`src/rtl/zap_frame_ctrl.sv`:
```
`default_nettype none
// ============================================================================
//  Module   : zap_frame_ctrl
//  Purpose  : Zapper frame sequencer. It turns a trigger pull into one black
//             cheat-check frame followed by one white-box frame per target,
//             drives the video overlay and emits a one-cycle scored result.
//  Revision : 1.0  initial release
// ============================================================================
module zap_frame_ctrl #(
    parameter int NUM_TARGETS = 2,
    parameter int TGT_W       = 2
) (
    input  logic             clk,
    input  logic             rst,            // asynchronous, active-low
    input  logic             shot,
    input  logic             hit,
    input  logic             frame_start,
    output logic             blank_screen,
    output logic             draw_target,
    output logic [TGT_W-1:0] target_idx,
    output logic             busy,
    output logic             result_valid,
    output logic             result_hit,
    output logic             result_cheat,
    output logic [TGT_W-1:0] result_target
);

    localparam logic [TGT_W-1:0] c_LAST_IDX = TGT_W'(NUM_TARGETS - 1);
    localparam logic [TGT_W-1:0] c_IDX_ONE  = TGT_W'(1);

    typedef enum logic [2:0] {
        S_IDLE   = 3'd0,
        S_ARM    = 3'd1,
        S_BLACK  = 3'd2,
        S_TARGET = 3'd3,
        S_REPORT = 3'd4,
        S_HOLD   = 3'd5
    } state_t;

    state_t           state_q;
    logic             shot_q;
    logic             hit_q;
    logic [TGT_W-1:0] idx_q;
    logic             cheat_q;
    logic             hit_flag_q;
    logic [TGT_W-1:0] tgt_q;

    logic             blank_q;
    logic             draw_q;
    logic [TGT_W-1:0] target_idx_q;
    logic             busy_q;
    logic             result_valid_q;
    logic             result_hit_q;
    logic             result_cheat_q;
    logic [TGT_W-1:0] result_target_q;

    // Rising-edge detection on the already-synchronized zapper levels.
    logic             w_shot_rise;
    logic             w_hit_rise;
    // Hit credit including a rise coincident with the final frame_start,
    // so the result launched on that same edge already reflects it.
    logic             w_credit_now;
    logic             w_hit_final_d;
    logic [TGT_W-1:0] w_tgt_final_d;

    assign w_shot_rise   = shot & ~shot_q;
    assign w_hit_rise    = hit & ~hit_q;
    assign w_credit_now  = w_hit_rise & ~cheat_q & ~hit_flag_q;
    assign w_hit_final_d = (hit_flag_q | w_credit_now) & ~cheat_q;
    assign w_tgt_final_d = hit_flag_q ? tgt_q : (w_credit_now ? idx_q : '0);

    // Frame sequencer: state, scoring flags and registered overlay/result outputs.
    always_ff @(posedge clk or negedge rst) begin
        if (!rst) begin
            state_q         <= S_IDLE;
            shot_q          <= 1'b0;
            hit_q           <= 1'b0;
            idx_q           <= '0;
            cheat_q         <= 1'b0;
            hit_flag_q      <= 1'b0;
            tgt_q           <= '0;
            blank_q         <= 1'b0;
            draw_q          <= 1'b0;
            target_idx_q    <= '0;
            busy_q          <= 1'b0;
            result_valid_q  <= 1'b0;
            result_hit_q    <= 1'b0;
            result_cheat_q  <= 1'b0;
            result_target_q <= '0;
        end else begin
            shot_q <= shot;
            hit_q  <= hit;

            // Result fields are only non-zero during the single REPORT cycle.
            result_valid_q  <= 1'b0;
            result_hit_q    <= 1'b0;
            result_cheat_q  <= 1'b0;
            result_target_q <= '0;

            case (state_q)
                S_IDLE: begin
                    if (w_shot_rise) begin
                        state_q    <= S_ARM;
                        busy_q     <= 1'b1;
                        idx_q      <= '0;
                        cheat_q    <= 1'b0;
                        hit_flag_q <= 1'b0;
                        tgt_q      <= '0;
                    end
                end

                S_ARM: begin
                    if (frame_start) begin
                        state_q <= S_BLACK;
                        blank_q <= 1'b1;
                    end
                end

                S_BLACK: begin
                    // Light on a black screen means a lamp or glare, not a target.
                    if (w_hit_rise) begin
                        cheat_q <= 1'b1;
                    end
                    if (frame_start) begin
                        state_q      <= S_TARGET;
                        idx_q        <= '0;
                        blank_q      <= 1'b0;
                        draw_q       <= 1'b1;
                        target_idx_q <= '0;
                    end
                end

                S_TARGET: begin
                    // First qualified rise wins; credited before any index advance.
                    if (w_credit_now) begin
                        hit_flag_q <= 1'b1;
                        tgt_q      <= idx_q;
                    end
                    if (frame_start) begin
                        if (idx_q == c_LAST_IDX) begin
                            state_q         <= S_REPORT;
                            draw_q          <= 1'b0;
                            target_idx_q    <= '0;
                            result_valid_q  <= 1'b1;
                            result_hit_q    <= w_hit_final_d;
                            result_cheat_q  <= cheat_q;
                            result_target_q <= w_hit_final_d ? w_tgt_final_d : '0;
                        end else begin
                            idx_q        <= idx_q + c_IDX_ONE;
                            target_idx_q <= idx_q + c_IDX_ONE;
                        end
                    end
                end

                S_REPORT: begin
                    state_q <= S_HOLD;
                end

                S_HOLD: begin
                    // Require trigger release so one held pull cannot re-fire.
                    if (!shot) begin
                        state_q <= S_IDLE;
                        busy_q  <= 1'b0;
                    end
                end

                default: begin
                    state_q <= S_IDLE;
                    busy_q  <= 1'b0;
                    blank_q <= 1'b0;
                    draw_q  <= 1'b0;
                end
            endcase
        end
    end

    assign blank_screen  = blank_q;
    assign draw_target   = draw_q;
    assign target_idx    = target_idx_q;
    assign busy          = busy_q;
    assign result_valid  = result_valid_q;
    assign result_hit    = result_hit_q;
    assign result_cheat  = result_cheat_q;
    assign result_target = result_target_q;

endmodule
`default_nettype wire

```
`config.mk`:
```
export PLATFORM = sky130hd
export DESIGN_NAME = zap_frame_ctrl
export DESIGN_NICKNAME = d
export VERILOG_FILES = /design/src/rtl/zap_frame_ctrl.sv
export SDC_FILE = /design/constraint.sdc
export NUM_CORES = 1
export LEC_CHECK = 0
export ABC_CLOCK_PERIOD_IN_PS = 1500
export CAP_MARGIN = 30
export CORE_AREA = 2 2 50 52
export DETAILED_ROUTE_END_ITERATION = 10
export DIE_AREA = 0 0 52 54
export PLACE_DENSITY_LB_ADDON = 0.25
export SLEW_MARGIN = 0
export SYNTH_ARGS = -nofsm -noshare
export SYNTH_HDL_FRONTEND = slang
export SYNTH_SLANG_ARGS = --single-unit
```
`constraint.sdc`:
```
create_clock -name clk -period 1.5 [get_ports clk]
set_clock_uncertainty 0.15 [all_clocks]
set_input_delay 0.225 -clock clk [delete_from_list [all_inputs] [get_ports clk]]
set_output_delay 0.225 -clock clk [all_outputs]
set_load 0.01 [all_outputs]
```
==> flow_summary_export.csv <==
group,metric,value,unit
synth,ys_warn_count,0,
critical_path,crit_path_top_delay_cell,"or4b_4",
power_and_ir_drop,leakagePower,0.6357,nW
clock_network,cts-root-buf,"clkbuf_4",
sta,whs,0.08926,ns
die,fp.dieH,54,um
synth,netlist_top_cells_area,"dfrtp_1 52%, nand2_1 4.4%, a21oi_1 3.0%",
detailed_routing,drtIter0Drc,26,
clock_network,cts_buffer_depth,2,
clock_network,clock-sinks,21,
clock_network,h-tree-depth,1,
finish,fillers,203,
placement,hpwl,1.459,mm
clock_network,postCtsHoldBufs,0,
grt,overflow,0,
sta,period_needed,1.486,ns
synth,syn_area,1017,um2
sta,finalHoldViolCount,0,
finish,syn_to_final_growth,34.44,%
synth,synth_nets,110,
die,initial_core_util,43.85,%
critical_path,worstRegToRegCells,3,
sta,finalMaxSlewViolations,0,
detailed_routing,route.detailed.drc,0,
placement,place_inst,154,
placement,place_congestion,0.8250,
hold_path,hp-class,"in -> async",
grt,antenna_found_initial,0,
clock_network,cts_tree,"done",
synth,yosysSeqAreaShare,51.66,%
sta,clock.fmax,672.9,MHz
critical_path,path_cells,"or4b_4 -> a21oi_2 -> nor2_1",
detailed_routing,drt_wl_total,2.127,mm
critical_path,startpoint_type,"flop",
job,maxCapViolCount,0,
clock_network,insertion_delay,0.31,ns
sta,rsz0062_at_grt,"true",
finish,finalNonFillerCells,163,
die,fp-row-count,18,
sta,relSlewSlack,82.17,%
finish,drive_gt1_share,24.81,%
run_status,status,"finished, final reports clean",
clock_network,cts.reportedPaths.clkPinSlew,0.12,ns
placement,io_buffers,14,
finish,fin_util,58.95,%
die,io_pins,15,
sta,setup_viol,0,
critical_path,crit_path_max_fanout,5,
grt,grt_max_degree,22,
critical_path,critPathCaptureType,"flop",
detailed_routing,wire_per_inst,13.05,um
critical_path,path_class,"reg -> reg",
power_and_ir_drop,vdd_drop_max,0.9783,mV
synth,yosys.area.top_type_share,51.66,%
die,core-area,2320,um2
synth,synth.distinct_cells,33,
placement,dp_slack,-0.2663,ns
power_and_ir_drop,total_power,0.002457,W
sta,setup_ws,0.01398,ns
clock_network,cts_made_buffers,3,
finish,final_nets,141,
detailed_routing,firstDrtPassIters,4,
sta,fin_crit_sh,99.07,%
sta,worst-slew-pin-transition,0.2675,ns
finish,antenna_cells,0,
detailed_routing,antenna_left,0,
critical_path,crit_required,1.55,ns
detailed_routing,detail_route.vias_per_cell,5.423,
detailed_routing,num_vias,884,
grt,grtUsageTotal,17.72,%
die,die_w,52,um
die,die-area,2808,um2
synth,ys_ff_latch,21,
grt,grt_pass1_vias,807,
synth,yosys.area.top_type,"dfrtp_1",
power_and_ir_drop,p_per_area,1797,nW/um2
critical_path,critPathMaxStageDelay,0.60,ns
synth,avgSynthCellArea,9.876,um2
grt,grt_pass1_wl,3.574,mm
synth,syn_inst,103,
critical_path,cp_data_arrival_time,1.54,ns
what timing repair did:
item                       CTS  global route
setup endpoints to repair   17             9
pin swaps                    0             6
resized for setup           13            12
buffers inserted             1             4
cell usage after synthesis:
master,instances
inv_1,7
a21oi_1,6
o21ai_0,3
buf_4,1
nor2_1,8
nand2b_1,1
nand3_1,3
and3_1,1
and4b_1,1
nand3b_1,4
xnor2_1,1
nor3_1,1
nand2_1,12
o311ai_0,2
a22oi_1,2
dfrtp_1,21
a31oi_1,2
nand4_1,2
o21ai_1,1
buf_2,4
o2bb2ai_1,1
o31ai_1,1
and2_1,2
ha_1,2
o32ai_1,1
a32o_1,2
or4b_4,1
a2bb2oi_1,1
nor4b_2,1
nor2b_1,4
o211ai_1,2
clkbuf_2,1
a22o_1,1
worst max-delay path: cells and delay by family (launching register included):
| family | cells | cell delay (ns) |
|---|---|---|
| AOI/OAI and AO/OA | 1 | 0.15 |
| DFF | 1 | 0.43 |
| and+or+nand+nor | 2 | 0.65 |
power by group:
| part | total [W] | internal (W) | switching (W) |
|---|---|---|---|
| combinational | 0.00125 | 0.000664 | 0.000588 |
| sequential | 0.000929 | 0.000743 | 0.000186 |
| clock | 0.000276 | 0.000104 | 0.000173 |
final timing paths:
| path | start | end | slack [ns] |
|---|---|---|---|
| worst max-delay path | state_q[0]$_DFFE_PN0P_ | cheat_q$_DFFE_PN0P_ | 0.01 |
| worst min-delay path | rst | target_idx[1]$_DFFE_PN0P_ | 0.09 |
| worst max register to register | state_q[0]$_DFFE_PN0P_ | cheat_q$_DFFE_PN0P_ | 0.01 |
| worst min register to register | target_idx[1]$_DFFE_PN0P_ | target_idx[1]$_DFFE_PN0P_ | 0.33 |
| max in group asynchronous | rst | state_q[2]$_DFFE_PN0P_ | 0.88 |
| min in group clk | hit | hit_q$_DFF_PN0_ | 0.22 |
routing by layer:
| layer | up-vias | track usage, % | routed length (um) |
|---|---|---|---|
| met4 | 0 | 9.211 | 34 |
| met3 | 4 | 2.500 | 83 |
| met5 | - | 0 | 0 |
| li1 | 423 | - | - |
| met1 | 434 | 22.73 | 990 |
| met2 | 23 | 29.11 | 1019 |
layout make-up:
cell class | count | area [um2] | area share, %
multi-input combinational | 69 | 483.0 | 35.32
sequential | 21 | 528.0 | 38.61
timing repair buffer | 32 | 266.5 | 19.49
tap | 30 | 37.54 | 2.745
clock buffer | 4 | 26.28 | 1.921
inverter | 7 | 26.28 | 1.921
sequential cells by signal, indices dropped and copies added (netlist names):
signal,flops
state_q,3
idx_q,2
result_target,2
target_idx,2
tgt_q,2
blank_screen,1
busy,1
cheat_q,1
draw_target,1
hit_flag_q,1
hit_q,1
result_cheat,1
result_hit,1
result_valid,1
shot_q,1
layout by cell type, fill, tap and decap left out, types with 2 or more instances in the layout:
cell type and n:
dfrtp_1 19, buf_4 17, nand2_1 12, dlygate4sd2_1 10, nor2_1 8, inv_1 7
nor2b_1 4, nand3b_1 4, a21oi_1 4, clkdlybuf4s50_1 4, o21ai_0 3, clkbuf_4 3
a21oi_2 2, a32o_1 2, a31oi_1 2, a22oi_1 2, nand4_1 2, nand3_2 2
o211ai_1 2, dfrtp_2 2
through the flow:
step | TNS (ns) | area [um2]
finish | 0 | 1368
global placement | -1.364 | 1260
floorplan | 0 | 1017
detailed placement | -1.695 | 1260
CTS | 0 | 1285
global route | -0.04109 | 1368
kinds of logic (layout without fill, tap and decap cells):
kind of cell | after synthesis | in the layout | share of synthesized area, %
flip-flops | 21 | 21 | 51.66
AO/OA/AOI/OAI | 25 | 25 | 16.97
buffers and inverters | 13 | 43 | 5.781
adder cells (fa/ha/maj) | 2 | 2 | 2.460
AND/OR/NAND/NOR | 41 | 41 | 22.26
XOR/XNOR | 1 | 1 | 0.8612
Note: power is estimated with default switching activity, not from simulation.
